==> src/rtl/pipe_ctrl.sv <==
// Pipeline sequencer for the 5-stage core.
// Produces the per-stage stall vector and the flush strobe. It detects load-use
// hazards on the two ID read ports, holds the pipeline while a multi-cycle EX
// operation runs, and sequences flush windows.
// stall_o, flush_o and mc_done_o are combinational (zero latency). The state,
// the cycle counter and the stall statistics counter are registered.
module pipe_ctrl #(
    parameter int MC_CYCLES    = 5,   // total EX occupancy of a multi-cycle op (>= 2)
    parameter int FLUSH_CYCLES = 1,   // flush_o high time per request (>= 1)
    parameter int CNT_W        = 8    // must hold max(MC_CYCLES, FLUSH_CYCLES)
) (
    input  logic        clk,
    input  logic        rst,
    input  logic        id_reg1_read_i,
    input  logic [4:0]  id_reg1_addr_i,
    input  logic        id_reg2_read_i,
    input  logic [4:0]  id_reg2_addr_i,
    input  logic        ex_is_load_i,
    input  logic        ex_wreg_i,
    input  logic [4:0]  ex_waddr_i,
    input  logic        ex_mc_start_i,
    input  logic        flush_req_i,
    output logic [5:0]  stall_o,
    output logic        flush_o,
    output logic        mc_done_o,
    output logic        busy_o,
    output logic [1:0]  state_o,
    output logic [31:0] stall_cnt_o
);

    typedef enum logic [1:0] {
        IDLE    = 2'b00,
        MC_BUSY = 2'b01,
        FLUSH   = 2'b10
    } state_t;

    // Stall patterns: a multi-cycle op freezes everything up to and including
    // EX/MEM; a load-use hazard freezes pc, IF/ID and ID/EX so a bubble enters EX.
    localparam logic [5:0] STALL_MC = 6'b001111;
    localparam logic [5:0] STALL_LU = 6'b000111;

    // Counter reload values. The first stalled / flushed cycle happens in the
    // requesting cycle itself, so the counter covers the remaining cycles.
    localparam logic [CNT_W-1:0] MC_LOAD    = CNT_W'(MC_CYCLES - 2);
    localparam logic [CNT_W-1:0] FLUSH_LOAD = CNT_W'(FLUSH_CYCLES - 1);

    // A single-cycle flush is completed by the requesting cycle alone, so the
    // FLUSH state is only entered when more than one cycle is needed.
    localparam state_t FLUSH_ENTRY = (FLUSH_CYCLES > 1) ? FLUSH : IDLE;

    state_t           state_reg;
    state_t           state_next;
    logic [CNT_W-1:0] cnt_reg;
    logic [CNT_W-1:0] cnt_next;
    logic [31:0]      stall_cnt_reg;

    logic [5:0]       stall_next;
    logic             flush_next;
    logic             done_next;

    // Load-use detection: one comparator per ID read port.
    logic [1:0]       rd_en;
    logic [4:0]       rd_addr [2];
    logic [1:0]       port_hit;
    logic             ex_load_dest;
    logic             load_hit;

    assign rd_en      = {id_reg2_read_i, id_reg1_read_i};
    assign rd_addr[0] = id_reg1_addr_i;
    assign rd_addr[1] = id_reg2_addr_i;

    generate
        for (genvar gi = 0; gi < 2; gi++) begin : g_port
            assign port_hit[gi] = rd_en[gi] && (rd_addr[gi] == ex_waddr_i);
        end
    endgenerate

    // $0 is hardwired to zero, so a load targeting it never creates a hazard.
    assign ex_load_dest = ex_is_load_i && ex_wreg_i && (ex_waddr_i != 5'd0);
    assign load_hit     = ex_load_dest && (|port_hit);

    // Next-state, counter and raw output decode; flush beats multi-cycle beats load-use.
    always_comb begin
        state_next = state_reg;
        cnt_next   = cnt_reg;
        stall_next = '0;
        flush_next = 1'b0;
        done_next  = 1'b0;

        case (state_reg)
            IDLE: begin
                if (flush_req_i) begin
                    flush_next = 1'b1;
                    cnt_next   = FLUSH_LOAD;
                    state_next = FLUSH_ENTRY;
                end else if (ex_mc_start_i) begin
                    stall_next = STALL_MC;
                    cnt_next   = MC_LOAD;
                    state_next = MC_BUSY;
                end else if (load_hit) begin
                    stall_next = STALL_LU;
                end
            end

            MC_BUSY: begin
                // load_hit and ex_mc_start_i are irrelevant here: ID is already held.
                if (flush_req_i) begin
                    flush_next = 1'b1;
                    cnt_next   = FLUSH_LOAD;
                    state_next = FLUSH_ENTRY;
                end else if (cnt_reg != '0) begin
                    stall_next = STALL_MC;
                    cnt_next   = cnt_reg - 1'b1;
                end else begin
                    done_next  = 1'b1;
                    state_next = IDLE;
                end
            end

            FLUSH: begin
                flush_next = 1'b1;
                if (flush_req_i) begin
                    // A fresh request restarts the whole window.
                    cnt_next   = FLUSH_LOAD;
                    state_next = FLUSH_ENTRY;
                end else begin
                    cnt_next = cnt_reg - 1'b1;
                    if (cnt_reg == CNT_W'(1)) begin
                        state_next = IDLE;
                    end
                end
            end

            default: begin
                state_next = IDLE;
                cnt_next   = '0;
            end
        endcase
    end

    // State and cycle counter registers.
    always_ff @(posedge clk or posedge rst) begin
        if (rst) begin
            state_reg <= IDLE;
            cnt_reg   <= '0;
        end else begin
            state_reg <= state_next;
            cnt_reg   <= cnt_next;
        end
    end

    // Outputs are forced low for as long as reset is held, independent of inputs.
    assign stall_o   = rst ? 6'b000000 : stall_next;
    assign flush_o   = !rst && flush_next;
    assign mc_done_o = !rst && done_next;
    assign busy_o    = !rst && (state_reg != IDLE);
    assign state_o   = state_reg;

    // Count every cycle in which any stage is held; wraps naturally at 2^32.
    always_ff @(posedge clk or posedge rst) begin
        if (rst) begin
            stall_cnt_reg <= '0;
        end else if (|stall_o) begin
            stall_cnt_reg <= stall_cnt_reg + 32'd1;
        end
    end

    assign stall_cnt_o = stall_cnt_reg;

endmodule
==> config.mk <==
export PLATFORM = sky130hd
export DESIGN_NAME = pipe_ctrl
export DESIGN_NICKNAME = d
export VERILOG_FILES = /design/src/rtl/pipe_ctrl.sv
export SDC_FILE = /design/constraint.sdc
export NUM_CORES = 1
export LEC_CHECK = 0
export ABC_CLOCK_PERIOD_IN_PS = 2250
export CAP_MARGIN = 10
export CORE_UTILIZATION = 42
export CTS_CLUSTER_DIAMETER = 200
export DETAILED_ROUTE_END_ITERATION = 16
export GPL_TIMING_DRIVEN = 0
export PLACE_DENSITY = 0.76
export SLEW_MARGIN = 20
export SYNTH_ARGS = -nofsm -noshare
export SYNTH_HDL_FRONTEND = slang
export SYNTH_SLANG_ARGS = --single-unit
export TNS_END_PERCENT = 50
==> constraint.sdc <==
create_clock -name clk -period 2.25 [get_ports clk]
set_input_delay 0.45 -clock clk [delete_from_list [all_inputs] [get_ports clk]]
set_output_delay 0.45 -clock clk [all_outputs]
set_load 0.03 [all_outputs]
# After elaboration in Yosys (flattened, before gate mapping)
# Index checks and enable logic that the tools add are counted.
dict set report word_totals {
  register_bits 42
  inputBits 23
  out_inout_bits 43
  elab_cells 57
}
dict set report op_classes {
  addsub 2
  n_eq_ne 9
  n_mux 25
  n_reduce_logical 18
}
# op n
set op_table {}
lappend op_table {{$mux 8} 5}
lappend op_table {{$add 32x1->32 const B} 1}
lappend op_table {{$pmux 8 s3} 1}
lappend op_table {{$mux 4} 4}
lappend op_table {{$mux 2} 6}
lappend op_table {{$ne 3x3->1 const B} 4}
lappend op_table {{$eq 5x5->1} 2}
lappend op_table {{$eq 8x1->1 const B} 1}
lappend op_table {{$logic_and 1x1->1} 8}
lappend op_table {{$pmux 4 s2} 1}
lappend op_table {{$reduce_bool 8->1} 1}
lappend op_table {{$sub 8x1->8 const B} 1}
lappend op_table {{$mux 6} 1}
lappend op_table {{$pmux 2 s3} 1}
lappend op_table {{$reduce_or 6->1} 1}
lappend op_table {{$reduce_bool 5->1} 1}
lappend op_table {{$mux 1} 4}
lappend op_table {{$reduce_or 2->1} 2}
lappend op_table {{$mux 3} 1}
lappend op_table {{$reduce_and 3->1} 1}
lappend op_table {{$eq 2x1->1 const B} 1}
lappend op_table {{$eq 2x2->1 const B} 1}
lappend op_table {{$logic_not 2->1} 1}
lappend op_table {{$pmux 1 s2} 1}
lappend op_table {{other kinds (3)} 3}

# Longest topological paths before layout
# Gate-level depths: netlist (run 1).
dict set report logic_depth {
  ltp_word 10
  ltp_mapped 9
  mapped_depth_nobuf 8
}

# Worst setup path after synthesis (run 1)
# No wires, ideal clock.
dict set report synth_timing {
  path_type {register to output}
  startpoint {register cnt_reg[0]}
  endpoint {output stall_o[1]}
  arrival_time_ns 1.944
  required_time_ns 1.800
  setup_slack_ns -0.144
  path_stages_with_launch 9
  n_path_buf 2
  cell_sequence {dfrtp_1 inv_1 ha_1 and4_4 nor4_4 a31oi_4 inv_4 buf_6 buf_4}
}
dict set report synth_between {
  elab_chain_len 5
}
# element line
set synth_lines {}
lappend synth_lines {{start: declaration} 53} ;# logic [CNT_W-1:0] cnt_reg;
lappend synth_lines {{start signal: assignment} 148} ;# cnt_reg <= cnt_next;
lappend synth_lines {{$reduce_bool 8->1} 111} ;# end else if (cnt_reg != '0) begin
lappend synth_lines {{$mux 4} 111}
lappend synth_lines {{$mux 4} 107} ;# if (flush_req_i) begin
lappend synth_lines {{$pmux 4 s2} 90} ;# case (state_reg)
lappend synth_lines {{$mux 6} 153} ;# assign stall_o = rst ? 6'b000000 : stall_next;
lappend synth_lines {{end: declaration} 23} ;# output logic [5:0] stall_o,
# Every way passes these cells.

# Final worst setup path (run 1)
dict set report layout_timing {
  startpoint {register cnt_reg[3]}
  endpoint {output stall_o[2]}
}
# Same word-level chain as after synthesis.

==> results of run 1 <==
## path summary, 6_finish.rpt
| path | endpoint | cells past startpoint |
|---|---|---|
| max in group asynchronous | cnt_reg[3]$_DFFE_PP0P_ | 3 |
| setup reg to reg | stall_cnt_o[18]$_DFFE_PP0P_ | 9 |
| hold / removal | state_o[0]$_DFFE_PP0P_ | 2 |
| hold reg to reg | stall_cnt_o[31]$_DFFE_PP0P_ | 1 |
| setup / recovery | stall_o[2] | 7 |
| min in group clk | stall_cnt_o[31]$_DFFE_PP0P_ | 1 |
## synthesized netlist by cell type (all sizes together)
cell type  instances
nand3              9
buf                7
dfrtp             41
a21o               1
o21a               1
clkbuf             2
inv                6
nand3b             2
nor3b              3
a211oi             2
conb               1
nor2              12
nor2b              1
or3                2
a31oi              2
nand4             11
ha                 3
nand2             20
and4               2
and2               2
or4                1
a21oi              2
and3               3
o21ai              1
nor4               6
nor4b              3
nor3              13
xnor2             28
o22ai              1
xor2              17
and2b              1
## cells by family (layout without fill, tap and decap cells)
| kind of cell | after synthesis | count (layout) |
|---|---|---|
| simple gates | 91 | 91 |
| fa+ha+maj | 3 | 3 |
| xor+xnor | 45 | 45 |
| compound gates | 10 | 10 |
| buf+inv | 15 | 94 |
| other cells | 1 | 3 |
| flops | 41 | 41 |
## critical path: stages (launching register included)
cell	delay, ns
dfrtp_2	0.44
nor4_4	0.34
and4_4	0.29
nor4_4	0.05
a31oi_4	0.23
inv_4	0.08
buf_8	0.12
buf_6	0.12
## cells in the final DEF, fill, tap and decap left out, types with 4 or more instances in the layout
master / Yosys / layout
clkdlybuf4s50_1: 0 / 50
dlygate4sd2_1: 0 / 4
nand4_1: 11 / 11
xor2_1: 17 / 17
xnor2_1: 28 / 28
nand3_1: 8 / 8
nor3_2: 0 / 4
nor2_1: 12 / 11
buf_4: 5 / 12
nand2_1: 20 / 20
nor3_1: 13 / 9
clkbuf_8: 0 / 5
clkbuf_1: 2 / 5
dfrtp_1: 41 / 40
inv_1: 5 / 4
## area by class of cell
class	instances	area, um2	area share
Multi-Input combinational cell	152	1140	0.364
Buffer	8	75.1	0.0240
Tap cell	67	83.8	0.0269
Inverter	6	25.0	0.00802
Sequential cell	41	1030	0.329
Timing Repair Buffer	72	693	0.222
Clock buffer	8	80.1	0.0257
## per-layer routing
metal	vias to the layer above	global-route usage	wire length [um]
met1	861	0.237	2040
met5	-	0	0
met4	0	0.0641	62
li1	866	-	-
met2	66	0.339	2350
met3	6	0.0461	296
## power by group
| part | total (mW) | switching [mW] | internal [mW] |
|---|---|---|---|
| logic | 0.554 | 0.294 | 0.260 |
| clock network | 0.458 | 0.238 | 0.220 |
| registers | 0.873 | 0.0752 | 0.798 |
| total | 1.89 | 0.606 | 1.28 |
## timing repair
| item | 4_1_cts | 5_1_grt |
|---|---|---|
| pin swaps | 7 | 3 |
| gates resized for setup | 43 | 9 |
| endpoints found under the setup margin | 28 | 14 |
| setup buffers | 5 | 6 |
==> flow_summary.yaml, run 1 <==
synth:
  ys_warn_count: 0
  ys_seq_area_frac: 0.469
  synth_top_family_by_area: "simple AND/OR/NAND/NOR gates"
  synthAdderAreaFrac: 0.0172
  synthMuxAreaShare: 0
  synth_top_cell_area_share: 0.469
  yosys.area_share.simple: 0.253
  synth_cells: 206
  ys_ff_latch: 41
  synth_compound_area_frac: 0.0361
  synth_area_leader_cell: "dfrtp_1"
  synthTopCellsByArea: "dfrtp_1 (47%), xnor2_1 (11%), xor2_1 (6.8%)"
  synth-xor-area-share: 0.180
  syn_avg_cell_area_um2: 10.6
  syn_area_um2: 2190
  netlist-cell-type-count: 40
sta:
  holdWs_ns: 0.427
  max_freq_mhz: 415
  final_max_slew_viol_count: 0
  finalHoldViolations: 0
  rsz0062_at_grt: "yes"
  tns_ns: -0.433
  fin_crit_ns: 2.41
  fin_crit_sh: 1.07
  clock_skew_ns: 0.00349
  setup_viol: 4
  fin_ws_ns: -0.162
global_route:
  grt_overflow: 0
  track_usage: 0.195
  grt_pass1_wl_mm: 8.09
  grt_max_degree: 27
  grt_pass1_vias: 1755
  antenna_found_initial: 0
route:
  first_pass_iters: 4
  wirelength_mm: 4.75
  vias: 1799
  vias_per_cell: 5.08
  drc: 0
  drtIter0Drc: 81
  avgRoutedWirePerCell_um: 13.4
  ant_nets: 0
critical_path:
  start_kind: "flop"
  worst-path-max-fanout: 4
  cp.required_ns: 1.80
  reg2reg_slack_ns: 0.10
  critPathKind: "reg -> out"
  r2r-start: "cnt_reg[3]$_DFFE_PP0P_"
  critPathArrivalTime_ns: 1.96
  startpoint: "cnt_reg[3]$_DFFE_PP0P_"
  end_kind: "output port"
clocking:
  cts_root_buf: "clkbuf_8"
  clkSlewWorstSetupHoldPaths_ns: 0.07
  cts_sinks: 41
  clockBufferDepth: 2
  clk_latency_ns: 0.29
  htree_levels: 2
  hold_buffers: 0
  cts-buffers-inserted: 5
  cts_tree: "done"
floorplan:
  num_rows: 25
  core-area_um2: 4880
  die_h_um: 74.1
  die-area_um2: 5500
  die_w_um: 74.1
  start_util: 0.448
  ios: 66
finish:
  utilization: 0.640
  diodes: 0
  syn2layout_area_growth_pct: 42.8
  final_cell_area_um2: 3120
  post_layout_nonfiller_instances: 354
  largest_reg_flops: 32
  final_nets: 312
  nFillCells: 407
  layout-drive-gt1-share: 0.178
place:
  pre_cts_ws_ns: -1.28
  placed_area_um2: 2930
  gp_congestion: 0.742
  dp_hpwl_mm: 3.44
  placed_cells_incl_taps: 337
  port_buffers: 61
run_status:
  violations: "setup timing"
  status: "finished, violations left"
run:
  maxCapViolations: 0
power_and_ir_drop:
  power.density_nw_per_um2: 604
  finalPower_mw: 1.89
  power.static_leakage_nw: 1.36
  vdd_drop_max_mv: 0.326
hold_path:
  min_path_type: "in -> async"
Note: power is estimated with default switching activity, not from simulation.
==> run 2, diff against run 1 <==
--- a/config.mk
+++ b/config.mk
@@ -5,13 +5,13 @@
 export SDC_FILE = /design/constraint.sdc
 export NUM_CORES = 1
 export LEC_CHECK = 0
-export ABC_CLOCK_PERIOD_IN_PS = 2250
+export ABC_CLOCK_PERIOD_IN_PS = 2300
 export CAP_MARGIN = 10
-export CORE_UTILIZATION = 42
+export CORE_UTILIZATION = 45
 export CTS_CLUSTER_DIAMETER = 200
 export DETAILED_ROUTE_END_ITERATION = 16
 export GPL_TIMING_DRIVEN = 0
-export PLACE_DENSITY = 0.76
+export PLACE_DENSITY = 0.77
 export SLEW_MARGIN = 20
 export SYNTH_ARGS = -nofsm -noshare
 export SYNTH_HDL_FRONTEND = slang
==> constraint.sdc (replaced) <==
create_clock -name clk -period 2.3 [get_ports clk]
set_input_delay 0.46 -clock clk [delete_from_list [all_inputs] [get_ports clk]]
set_output_delay 0.46 -clock clk [all_outputs]
set_load 0.03 [all_outputs]
==> flow_summary.yaml, run 2 (synthesis results as in run 1) <==
run_status:
  status: "finished, violations left"
  violations: "setup timing"
sta:
  tns_ns: -0.394
  fin_ws_ns: -0.153
  clock_skew_ns: 0.00460
  rsz0062_at_grt: "yes"
  holdWs_ns: 0.472
  setup_viol: 3
  max_freq_mhz: 408
  finalHoldViolations: 0
  fin_crit_sh: 1.07
  final_max_slew_viol_count: 0
  fin_crit_ns: 2.45
route:
  vias: 1785
  drc: 0
  drtIter0Drc: 46
  wirelength_mm: 4.65
  avgRoutedWirePerCell_um: 13.8
  vias_per_cell: 5.31
  ant_nets: 0
  first_pass_iters: 4
hold_path:
  min_path_type: "reg -> reg"
finish:
  final_cell_area_um2: 3080
  diodes: 0
  mostFrequentLayoutCells: "clkdlybuf4s50_1 (49), dfrtp_1 (41), xnor2_1 (28)"
  syn2layout_area_growth_pct: 41.0
  final_nets: 309
  layout-drive-gt1-share: 0.148
  largest_reg_flops: 32
  final_common_cell: "clkdlybuf4s50_1"
power_and_ir_drop:
  power.static_leakage_nw: 1.37
  power.density_nw_per_um2: 640
  vdd_drop_max_mv: 0.310
global_route:
  grt_pass1_wl_mm: 8.20
  grtUsageMet2: 0.340
  track_usage: 0.207
  busiest_layer: "met2"
  grt_util_met1: 0.265
  grt_pass1_vias: 1802
  grt_overflow: 0
  antenna_found_initial: 0
  grt_max_degree: 34
  grt_use_met3: 0.0549
floorplan:
  die_w_um: 71.7
  die-area_um2: 5140
  num_rows: 24
  die_h_um: 71.7
  start_util: 0.485
  core-area_um2: 4500
  ios: 66
critical_path:
  critPathMaxStageDelay_ns: 0.48
  end_kind: "output port"
  cp.required_ns: 1.84
  start_kind: "input port"
  cpMaxStageDelayCell: "or4_1"
  critPathArrivalTime_ns: 1.99
  critPathKind: "in -> out"
  worst-path-max-fanout: 5
  crit_chain: "dlygate4sd2_1 -> or4_1 -> nor2_1 -> nor4_2 -> a31oi_4 -> inv_4 -> buf_8 -> buf_6"
clocking:
  clkSlewWorstSetupHoldPaths_ns: 0.08
  cts_sinks: 41
  cts_tree: "done"
  htree_levels: 2
  clk_latency_ns: 0.29
  cts_root_buf: "clkbuf_8"
  clockBufferDepth: 2
  cts-buffers-inserted: 5
place:
  placed_area_um2: 2920
  gp_congestion: 0.743
  dp_hpwl_mm: 3.38
  port_buffers: 61
run:
  maxCapViolations: 0
run 2: cell types whose count changed in the layout (fill, tap and decap cells not counted), moves of 2 or more:
cell      delta
buf_2        -2
buf_4        -2
clkbuf_1     -2
nor3_1       +2
nor3_2       -2
run 2: area by class of cell:
cell class              instances  area (um2)
plain buffers                   8        71.3
clock buffers                   7        86.3
clock inverters                 1        30.0
fillers                       361        1420
inverters                       6        25.0
multi-input cells             152        1100
flip-flops and latches         41        1030
well taps                      52        65.1
repair buffers                 69         679
run 2: critical path, delay by kind of cell:
kind / cells / cell delay [ns]
compound gates: 1 / 0.22
buf+inv: 4 / 0.60
simple gates: 3 / 0.70
run 2: path summary, 6_finish.rpt:
path,endpoint,slack (ns),startpoint,cells after the start
min in group asynchronous,state_o[0]$_DFFE_PP0P_,0.63,rst,2
worst max register to register,stall_cnt_o[13]$_DFFE_PP0P_,0.19,cnt_reg[5]$_DFFE_PP0P_,8
max in group asynchronous,stall_cnt_o[0]$_DFFE_PP0P_,1.24,rst,3
worst min register to register,stall_cnt_o[31]$_DFFE_PP0P_,0.47,stall_cnt_o[31]$_DFFE_PP0P_,1
worst min-delay path,stall_cnt_o[31]$_DFFE_PP0P_,0.47,stall_cnt_o[31]$_DFFE_PP0P_,1
worst max-delay path,stall_o[1],-0.15,ex_waddr_i[2],8
run 2: what timing repair did:
item,in CTS,in global routing
gates resized for setup,35,3
endpoints found under the setup margin,24,11
setup buffers,6,1
pin swaps,7,0
hold buffers,0,0
run 2: per-layer routing:
layer,routed length [um],up-vias
met1,2080,859
met3,270,9
met2,2210,65
met5,0,-
met4,80,0
li1,-,852
run 2: through the flow:
stage,std cells,worst slack (ns),total power [mW],utilization
6_report,336,-0.153,1.97,0.684
5_1_grt,336,-0.231,2.08,0.684
4_1_cts,335,-0.172,1.99,0.680
3_5_place_dp,322,-1.25,1.39,0.647
3_3_place_gp,321,-1.24,1.37,0.643
2_1_floorplan,208,-0.0424,1.18,-
run 2: power by group:
group / total, mW / switching, mW / internal (mW)
registers: 0.854 / 0.0736 / 0.780
logic: 0.523 / 0.281 / 0.242
clock network: 0.596 / 0.243 / 0.354
total: 1.97 / 0.597 / 1.38
==> run 3, diff against run 2 <==
--- a/config.mk
+++ b/config.mk
@@ -7,10 +7,10 @@
 export LEC_CHECK = 0
 export ABC_CLOCK_PERIOD_IN_PS = 2300
 export CAP_MARGIN = 10
+export CORE_MARGIN = 3
 export CORE_UTILIZATION = 45
 export CTS_CLUSTER_DIAMETER = 200
 export DETAILED_ROUTE_END_ITERATION = 16
-export GPL_TIMING_DRIVEN = 0
 export PLACE_DENSITY = 0.77
 export SLEW_MARGIN = 20
 export SYNTH_ARGS = -nofsm -noshare
==> flow_summary.yaml, run 3 (synthesis results as in run 1) <==
run_status:
  status: "finished, violations left"
  violations: "setup timing"
power_and_ir_drop:
  power.density_nw_per_um2: 635
  vdd_drop_max_mv: 0.296
  power.static_leakage_nw: 1.40
finish:
  final_common_cell: "clkdlybuf4s50_1"
  diodes: 0
  layout-drive-gt1-share: 0.179
  largest_reg_flops: 32
  final_nets: 315
  utilization: 0.689
  mostFrequentLayoutCells: "clkdlybuf4s50_1 (50), dfrtp_1 (41), xnor2_1 (28)"
  post_layout_nonfiller_instances: 355
  syn2layout_area_growth_pct: 42.9
  nFillCells: 349
critical_path:
  critPathMaxStageDelay_ns: 0.41
  reg2reg_slack_ns: 0.22
  critPathArrivalTime_ns: 1.87
  crit_chain: "nor4_4 -> and4_4 -> nor4_4 -> a31oi_4 -> inv_4 -> buf_6"
  critPathKind: "reg -> out"
  path_common_cell: "nor4_4"
  reg2reg_depth: 9
  end_kind: "output port"
  cpMaxStageDelayCell: "dfrtp_1"
  crit_family: "simple AND/OR/NAND/NOR gates"
  worst-path-max-fanout: 4
  start_kind: "flop"
  cp.required_ns: 1.84
  crit_buf_inv: 2
  cp.depth: 6
sta:
  relSlewSlack: 0.661
  fin_crit_sh: 1.01
  setup_viol: 3
  fin_crit_ns: 2.33
  tns_ns: -0.0744
  worstMarginPinSlew_ns: 0.506
  rsz0062_at_grt: "yes"
  final_max_slew_viol_count: 0
  holdWs_ns: 0.469
  finalHoldViolations: 0
  clock_skew_ns: 0.00717
  fin_ws_ns: -0.0251
  max_freq_mhz: 430
place:
  dp_hpwl_mm: 3.64
  placed_cells_incl_taps: 346
  port_buffers: 62
  pre_cts_ws_ns: -0.670
  gp_congestion: 0.762
route:
  drc: 0
  drtIter0Drc: 136
  first_pass_iters: 4
  wirelength_mm: 4.69
  avgRoutedWirePerCell_um: 13.2
  vias: 1796
  vias_per_cell: 5.06
  ant_nets: 0
global_route:
  track_usage: 0.180
  antenna_found_initial: 0
  grt_pass1_vias: 1806
  grt_max_degree: 26
  grt_pass1_wl_mm: 7.88
  grt_overflow: 0
floorplan:
  ios: 66
  num_rows: 24
  die-area_um2: 5730
  start_util: 0.482
  die_w_um: 75.7
  die_h_um: 75.7
  core-area_um2: 4530
clocking:
  cts_tree: "done"
  cts_sinks: 41
  cts-buffers-inserted: 5
  cts_root_buf: "clkbuf_8"
  clockBufferDepth: 2
  htree_levels: 2
  clk_latency_ns: 0.29
  clkSlewWorstSetupHoldPaths_ns: 0.08
hold_path:
  min_path_type: "reg -> reg"
  min_path_cells: 1
run:
  maxCapViolations: 0
-- run 3: cell type report --
type | count | area (um2) | share of cell area
inverter | 6 | 25.0 | 0.00801
clock inverter | 1 | 30.0 | 0.00962
timing repair buffer | 83 | 767 | 0.246
sequential | 41 | 1030 | 0.329
tap | 65 | 81.3 | 0.0260
clock buffer | 7 | 86.3 | 0.0276
multi-input combinational | 152 | 1110 | 0.355
-- run 3: where the power goes --
group          internal [mW]  switching (mW)
combinational          0.251           0.291
clock                  0.354           0.237
sequential             0.780          0.0680
-- run 3: through the flow --
stage	power, mW	instance area (um2)
CTS	2.00	3110
floorplan	1.18	2220
finish	1.98	3120
global route	2.08	3120
detailed placement	1.40	2970
global placement	1.39	2970
-- run 3: path summary, 6_finish.rpt --
check                                             from                          end
setup / recovery                cnt_reg[5]$_DFFE_PP0P_                   stall_o[2]
hold / removal             stall_cnt_o[31]$_DFFE_PP0P_  stall_cnt_o[31]$_DFFE_PP0P_
setup reg to reg                cnt_reg[5]$_DFFE_PP0P_   stall_cnt_o[4]$_DFFE_PP0P_
hold reg to reg            stall_cnt_o[31]$_DFFE_PP0P_  stall_cnt_o[31]$_DFFE_PP0P_
max in group asynchronous                          rst  stall_cnt_o[30]$_DFFE_PP0P_
min in group asynchronous                          rst  stall_cnt_o[17]$_DFFE_PP0P_
-- run 3: what timing repair did --
| item | in CTS | in global routing |
|---|---|---|
| setup endpoints to repair | 4 | 8 |
| buffers inserted | 1 | 0 |
| pin swaps | 4 | 6 |
| hold buffers | 0 | 0 |
| gates resized for setup | 27 | 8 |
-- run 3: worst reg2reg max path, cell delays in order (launching register included) --
cell and delay, ns:
dfrtp_1 0.41, nor4_4 0.38, and4_4 0.31, nor4_4 0.06
a31oi_4 0.19, inv_4 0.08, buf_4 0.13, buf_4 0.18
nand4_1 0.12, xnor2_1 0.13
-- run 3: layer usage --
layer  vias to the layer above  routed length (um)  GRT usage
met4                         0                  46     0.0641
met2                        56                2320      0.302
met1                       861                2010      0.222
met3                         5                 303     0.0515
li1                        874                   -          -
met5                         -                   0          0
